===== src/rtl/cpu_pipe_pkg.sv =====
// Shared MEM/WB pipeline bus layout, used by the MEM/WB register, the
// hazard/forward unit and the write-back register file.
package cpu_pipe_pkg;

    localparam int MEMWB_W  = 72;

    localparam int RW_BIT   = 0;
    localparam int M2R_BIT  = 1;
    localparam int WREG_LSB = 2;
    localparam int WREG_MSB = 7;
    localparam int ALU_LSB  = 8;
    localparam int ALU_MSB  = 39;
    localparam int DM_LSB   = 40;
    localparam int DM_MSB   = 71;

    localparam int REG_ZERO = 0;

    // Field view of the bus; member order reproduces the bit positions above.
    typedef struct packed {
        logic [DM_MSB-DM_LSB:0]     dm_out;
        logic [ALU_MSB-ALU_LSB:0]   alu_out;
        logic [WREG_MSB-WREG_LSB:0] write_reg;
        logic                       mem_to_reg;
        logic                       reg_write;
    } memwb_t;

endpackage


===== src/rtl/wb_unpack.sv =====
// Combinational decode of the MEM/WB bus into write-back data, index and
// enable. Register 0 and the reserved writeReg[5] encoding never enable a write.
module wb_unpack
    import cpu_pipe_pkg::*;
#(
    parameter int DATA_W = 32,
    parameter int ADDR_W = 5
) (
    input  logic [MEMWB_W-1:0] i_bus,
    output logic [DATA_W-1:0]  o_wdata,
    output logic [ADDR_W-1:0]  o_widx,
    output logic               o_we
);

    memwb_t                     w_bus;
    logic [WREG_MSB-WREG_LSB:0] w_wreg;
    logic                       w_reserved;

    assign w_bus      = memwb_t'(i_bus);
    assign w_wreg     = w_bus.write_reg;
    assign w_reserved = w_wreg[WREG_MSB-WREG_LSB];

    assign o_widx  = w_wreg[ADDR_W-1:0];
    assign o_wdata = w_bus.mem_to_reg ? w_bus.dm_out : w_bus.alu_out;
    assign o_we    = w_bus.reg_write && !w_reserved &&
                     (o_widx != ADDR_W'(REG_ZERO));

endmodule


===== src/rtl/wb_regfile.sv =====
// Write-back stage register file: commits MEM/WB results, serves two ID read
// ports with same-cycle bypass, and keeps a forwarding record and retire count.
module wb_regfile
    import cpu_pipe_pkg::*;
#(
    parameter int          DATA_W   = 32,
    parameter int          NREGS    = 32,
    parameter int          ADDR_W   = 5,
    parameter logic [31:0] CNT_INIT = 32'h0000_0000
) (
    input  logic                clk,
    input  logic                clr,
    input  logic [MEMWB_W-1:0]  wb_in,
    input  logic [ADDR_W-1:0]   rs_addr,
    input  logic [ADDR_W-1:0]   rt_addr,
    output logic [DATA_W-1:0]   rs_data,
    output logic [DATA_W-1:0]   rt_data,
    output logic                fwd_valid,
    output logic [ADDR_W-1:0]   fwd_reg,
    output logic [DATA_W-1:0]   fwd_data,
    output logic [31:0]         retire_cnt
);

    logic [DATA_W-1:0] w_wdata;
    logic [ADDR_W-1:0] w_widx;
    logic              w_we;

    logic [DATA_W-1:0] r_regs [NREGS];
    logic              r_fwd_valid;
    logic [ADDR_W-1:0] r_fwd_reg;
    logic [DATA_W-1:0] r_fwd_data;
    logic [31:0]       r_retire_cnt;

    logic [ADDR_W-1:0] w_raddr [2];
    logic [DATA_W-1:0] w_rdata [2];

    wb_unpack #(
        .DATA_W (DATA_W),
        .ADDR_W (ADDR_W)
    ) u_unpack (
        .i_bus   (wb_in),
        .o_wdata (w_wdata),
        .o_widx  (w_widx),
        .o_we    (w_we)
    );

    // w_we is never set for index 0, so r_regs[0] stays at its reset value.
    always_ff @(posedge clk or negedge clr) begin
        if (!clr) begin
            for (int i = 0; i < NREGS; i++) begin
                r_regs[i] <= '0;
            end
        end else if (w_we) begin
            r_regs[w_widx] <= w_wdata;
        end
    end

    always_ff @(posedge clk or negedge clr) begin
        if (!clr) begin
            r_fwd_valid  <= 1'b0;
            r_fwd_reg    <= '0;
            r_fwd_data   <= '0;
            r_retire_cnt <= CNT_INIT;
        end else begin
            r_fwd_valid <= w_we;
            if (w_we) begin
                r_fwd_reg    <= w_widx;
                r_fwd_data   <= w_wdata;
                r_retire_cnt <= r_retire_cnt + 32'd1;
            end
        end
    end

    assign w_raddr[0] = rs_addr;
    assign w_raddr[1] = rt_addr;

    // Index 0 wins over the bypass so a write aimed at register 0 never leaks out.
    genvar gi;
    generate
        for (gi = 0; gi < 2; gi++) begin : g_rd
            assign w_rdata[gi] =
                (w_raddr[gi] == ADDR_W'(REG_ZERO))   ? '0      :
                (w_we && (w_raddr[gi] == w_widx))    ? w_wdata :
                                                       r_regs[w_raddr[gi]];
        end
    endgenerate

    assign rs_data    = w_rdata[0];
    assign rt_data    = w_rdata[1];
    assign fwd_valid  = r_fwd_valid;
    assign fwd_reg    = r_fwd_reg;
    assign fwd_data   = r_fwd_data;
    assign retire_cnt = r_retire_cnt;

endmodule


===== config.mk =====
export PLATFORM = sky130hd
export DESIGN_NAME = wb_regfile
export DESIGN_NICKNAME = d
export VERILOG_FILES = /design/src/rtl/cpu_pipe_pkg.sv /design/src/rtl/wb_unpack.sv /design/src/rtl/wb_regfile.sv
export SDC_FILE = /design/constraint.sdc
export NUM_CORES = 2
export LEC_CHECK = 0
export CAP_MARGIN = 20
export CORE_ASPECT_RATIO = 1.5
export CORE_MARGIN = 2
export CORE_UTILIZATION = 38
export CTS_CLUSTER_DIAMETER = 40
export DETAILED_ROUTE_END_ITERATION = 6
export DONT_BUFFER_PORTS = 1
export GPL_TIMING_DRIVEN = 0
export SYNTH_ARGS = -nofsm -noshare
export SYNTH_HDL_FRONTEND = slang
export SYNTH_SLANG_ARGS = --single-unit

===== constraint.sdc =====
create_clock -name clk -period 3.4 [get_ports clk]
set_input_delay 0.34 -clock clk [delete_from_list [all_inputs] [get_ports clk]]
set_output_delay 0.34 -clock clk [all_outputs]
set_load 0.005 [all_outputs]

* Word-level counts from Yosys, hierarchy flattened
Cells that the tools add are included.
** Storage, ports and cells
- Bits in registers :: 1094
** Operators by class
- Add/subtract/negate cells :: 1
- Order comparisons :: 4
- Equality and inequality tests :: 2
- Muxes and demuxes :: 14
- Bitwise gates (word level) :: 3
- Reductions and logical operators :: 9
** Operators with widths (number)
- bitwise mux 1024 bit :: 1
- binary-select mux 32 bit (select 5 bit) :: 2
- two-way mux 32 bit :: 10
- demux 32 bit (select 5 bit) :: 1
- adder 32 x 1 -> 32 bit, second input constant :: 1
- greater-or-equal comparator 6 bit, second input constant :: 3
- NOT 5 -> 6 bit :: 3
- == test 5 bit :: 2
- logical NOT 5 bit :: 2
- < comparator 6 x 1 -> 1 bit, second input constant :: 1
- logical AND 1 bit :: 5
- nonzero test 5 bit :: 1
- logical NOT 1 bit :: 1

* Longest topological paths before layout
- Depth in word-level cells :: 6
- Mapped depth :: 9

* Hierarchy
A second synthesis with hierarchy kept.
** Second synthesis, totals
- Cells, all modules :: 3832
- Area, all modules :: 58090.7 µm²
** By module, submodules not included
- wb_regfile :: instances 1, cells each 3787, area an instance 57488.9 µm², sequential area each 27376.3 µm²
- wb_unpack :: instances 1, cells each 45, area an instance 601.8 µm², sequential area each 0.0 µm²

* Worst setup path before layout
No wires, ideal clock.
- Kind :: input-to-output
- Start :: input rs_addr[0]
- End :: output rs_data[30]
- Data arrival time :: 1.967 ns
- Data required time :: 3.060 ns
- Path slack :: 1.093 ns
- Cell stages on the path :: 6
- Cells stage by stage :: buf_2 buf_4 buf_2 mux4_2 a221oi_1 o221ai_1
** Between the ends
- Word-level cells in the longest chain between the ends :: 6
- Elaborated cells between the ends (all ways) :: 9
- Classes of those cells :: 1 x eq/ne; 5 x mux; 1 x bitwise; 2 x reduce/logical
** RTL lines
- from (decl) :: RTL line wb_regfile.sv:14 : input logic [ADDR_W-1:0] rs_addr,
- NOT 5 -> 6 bit (not written as such) :: RTL line wb_regfile.sv:84 : r_regs[w_raddr[gi]];
- binary-select mux 32 bit (select 5 bit) :: RTL line wb_regfile.sv:84
- two-way mux 32 bit (not written as such) (2 in a row) :: RTL line wb_regfile.sv:84
- two-way mux 32 bit :: RTL line wb_regfile.sv:83 : (w_we && (w_raddr[gi] == w_widx)) ? w_wdata :
- two-way mux 32 bit * :: RTL line wb_regfile.sv:82 : (w_raddr[gi] == ADDR_W'(REG_ZERO)) ? '0 :
- to (decl) :: RTL line wb_regfile.sv:16 : output logic [DATA_W-1:0] rs_data,
Mark *: on every way between the ends. The rest lies on a longest branch, timed or not. The select of a mux whose other input is x is not followed.

* Worst setup path in the final report
- Start :: input rt_addr[1]
- End :: output rt_data[22]
** Between the ends
- Word-level cells in the longest chain between the ends :: 6
- Elaborated cells between the ends (all ways) :: 9
- Classes of those cells :: 1 x eq/ne; 5 x mux; 1 x bitwise; 2 x reduce/logical
** RTL lines
- from (decl) :: RTL line wb_regfile.sv:15 : input logic [ADDR_W-1:0] rt_addr,
- NOT 5 -> 6 bit (not written as such) :: RTL line wb_regfile.sv:84
- binary-select mux 32 bit (select 5 bit) :: RTL line wb_regfile.sv:84
- two-way mux 32 bit (not written as such) (2 in a row) :: RTL line wb_regfile.sv:84
- two-way mux 32 bit :: RTL line wb_regfile.sv:83
- two-way mux 32 bit * :: RTL line wb_regfile.sv:82
- to (decl) :: RTL line wb_regfile.sv:17 : output logic [DATA_W-1:0] rt_data,
Marks and branches as above.

==> flow_summary.yaml <==
placement:
  dp.final_hpwl_mm: 228
  portBuffers: 0
  post_dp_cell_area_sq_um: 59200
  gp_congestion: 1.08
clock_network:
  cts_tree: "done"
  cts_made_buffers: 142
  cts.sink_count: 1094
  clock-root-buffer: "clkbuf_16"
  clock_path_buffers: 3
  worstSkewPairLatency_ns: 0.81
  h-tree-depth: 4
  clk_pin_slew_ns: 0.06
grt:
  antenna_found_initial: 25
  grt_use_total: 0.396
  gr-total-overflow: 0
  grt_start_max_net_pins: 1095
  grt_pass1_vias: 47366
  grt_pass1_wl_mm: 402
logic_synthesis:
  synth_nets: 5178
  yosysSeqAreaShare: 0.488
  yosys.area.top_type_share: 0.488
  netlist-cell-type-count: 70
  synth_edf_count: 0
  synthTopCellsByArea: "dfrtp_1 (49%), mux4_2 (19%), o21ai_0 (5.2%)"
  netlist.top_cell.by_area: "dfrtp_1"
  post_synth.cell_area_avg_sq_um: 11.0
  ys_ff_latch: 1094
  synth_common_cells: "dfrtp_1 (1094), nand2_1 (714), o21ai_0 (585), nor2_1 (527), a21oi_1 (476)"
  ys_async_sr_fraction: 1.00
  synth_cells: 5093
  synthesis.area_sq_um: 56100
  ys_warn_count: 0
  synth_most_common_cell: "dfrtp_1"
  synth_top_flop_cell: "dfrtp_1"
sta:
  setup_slack_ns: -0.147
  fmax_mhz: 282
  finClkSkew_ns: 0.00995
  holdWs_ns: -0.453
  relSlewSlack: -0.0980
  hold_viol_final: 190
  slew_viol_final: 209
  setup_viol: 27
  period_needed_ns: 3.55
  tightestPinTransition_ns: 1.65
  fin_crit_sh: 1.04
layout:
  fillers: 13886
  top_register: "r_regs"
  multiInputGateArea_sq_um: 26600
  design_area_sq_um: 65500
  largest_reg_flops: 1024
  fin_util: 0.447
  seqCellArea_sq_um: 27400
  nNetsFinal: 5443
  drive_gt1_frac: 0.207
  syn_to_final_growth_pct: 16.8
drt:
  vias: 49320
  drcViolationCount: 0
  drtAntennaViolNets: 0
  firstDrtPassIters: 6
  wire_per_inst_um: 40.8
  viasPerCell: 6.66
  drtIter0Drc: 6891
  drt-total-wl_mm: 302
critical_path:
  worstSetupEndpointType: "primary output"
  cp_common_cell: "buf_4"
  crit_chain: "buf_2 > buf_4 > buf_4 > mux4_2 > mux2i_1 > a21oi_1 > a211o_1"
  cp_slowest_cell: "mux2i_1"
  path_max_fanout: 10
  crit_type: "in -> out"
  arrival_ns: 3.21
  critPathRequiredTime_ns: 3.06
  cp-start-kind: "primary input"
  max_stage_delay_ns: 0.52
floorplan:
  die-area_sq_um: 151000
  fp.dieH_um: 475
  core_area_sq_um: 147000
  initial_core_util: 0.383
  die_w_um: 318
  io_pins: 218
  rows: 172
run:
  cap_violations: 0
pwr:
  p_sw_uw: 13500
  p_seq_frac: 0.407
  leakagePower_uw: 0.0279
  pwr-share-clk: 0.390
  switching_share: 0.327
  p_per_area_nw_per_um2: 631
  pwr-share-comb: 0.203
  ir_worst_vdd_v: 0.000530
  p_int_uw: 27800
hold_path:
  holdCritPathClass: "in -> async"
status:
  failed_checks: "negative hold slack, max-slew violations, negative setup slack"
  outcome: "complete, but fails checks"
cells by family (layout without fill, tap and decap cells):
family / after synthesis / count (layout) / share of synthesized area
and+or+nand+nor: 1408 / 1408 / 0.104
xor gates and xnor gates: 41 / 41 / 0.00640
muxes: 614 / 614 / 0.216
DFF: 1094 / 1094 / 0.488
buffers and inverters: 550 / 932 / 0.0447
other: 0 / 16 / 0
AOI/OAI and AO/OA: 1385 / 1385 / 0.141
adders and majority gates: 1 / 1 / 0.000223
final timing paths:
kind                       slack (ns)                    endpoint  cells past startpoint                        from
setup / recovery                -0.15                 rt_data[22]                      7                  rt_addr[1]
hold / removal                  -0.45     r_regs[422]$_DFFE_PN0P_                      1                         clr
setup reg to reg                 1.47  retire_cnt[30]$_DFFE_PN0P_                      6  retire_cnt[10]$_DFFE_PN0P_
max in group asynchronous        0.75     r_regs[956]$_DFFE_PN0P_                      4                         clr
hold reg to reg                  0.48     r_regs[995]$_DFFE_PN0P_                      1     r_regs[995]$_DFFE_PN0P_
min in group clk                -0.04     r_regs[391]$_DFFE_PN0P_                      3                   wb_in[15]
placed cells by master, fill, tap and decap left out, types with 23 or more instances in the layout:
cell / instances
a22oi_1: 90
nand2_1: 713
buf_6: 28
o22ai_1: 56
mux4_2: 473
mux2_2: 35
mux2i_1: 97
a21oi_1: 476
nor2_1: 525
dfrtp_1: 1094
inv_6: 23
a22o_1: 26
clkbuf_16: 147
clkbuf_1: 338
nand3_1: 45
o21ai_0: 585
buf_4: 85
dlygate4sd3_1: 56
xnor2_1: 36
buf_2: 91
area by class of cell:
class | instances | share of cell area
Sequential cell | 1094 | 0.418
Multi-Input combinational cell | 3449 | 0.406
Clock buffer | 170 | 0.0594
Buffer | 542 | 0.0404
Tap cell | 1914 | 0.0365
Timing Repair Buffer | 122 | 0.0223
Clock inverter | 91 | 0.0162
Antenna cell | 16 | 0.000611
Inverter | 7 | 0.000401
routing by layer:
layer,global-route usage,up-vias,part of all wire
met5,0,-,0.0011
met1,0.458,25241,0.34
li1,-,19071,-
met2,0.596,3822,0.44
met3,0.140,1160,0.12
met4,0.323,26,0.098
critical path, delay by kind of cell:
| family | cells | cell delay, ns |
|---|---|---|
| buffers and inverters | 3 | 1.28 |
| AO/OA/AOI/OAI | 2 | 0.65 |
| multiplexers | 2 | 0.90 |
power groups by stage:
stage | combinational (uW) | clock (uW) | sequential (uW)
finish | 8420 | 16100 | 16800
CTS | 7730 | 16100 | 16700
global placement | 7380 | 0 | 16800
global route | 8770 | 16600 | 17000
floorplan | 4870 | 0 | 16300
detailed placement | 7600 | 0 | 16900
repair_timing:
action / CTS / global route
pin swaps: 2 / 1
endpoints found under the hold margin: 1119 / 199
endpoints found under the setup margin: 63 / 214
cloned: 0 / 1
hold buffers: 31 / 25
gates resized for setup: 89 / 33
buffers inserted: 1 / 2
stage by stage:
step	total power, uW	TNS (ns)	hold slack [ns]	setup WS, ns	std cells
4_1_cts	40600	0	-0.747	0.00405	7341
6_report	41400	-1.59	-0.453	-0.147	7405
5_1_grt	42400	-0.000758	-0.376	-0.000758	7390
2_1_floorplan	21200	0	0.0444	1.09	5093
3_5_place_dp	24500	-22.87	0.0905	-0.810	7049
3_3_place_gp	24200	-81.26	0.101	-1.64	7007
Note: power is estimated with default switching activity, not from simulation.
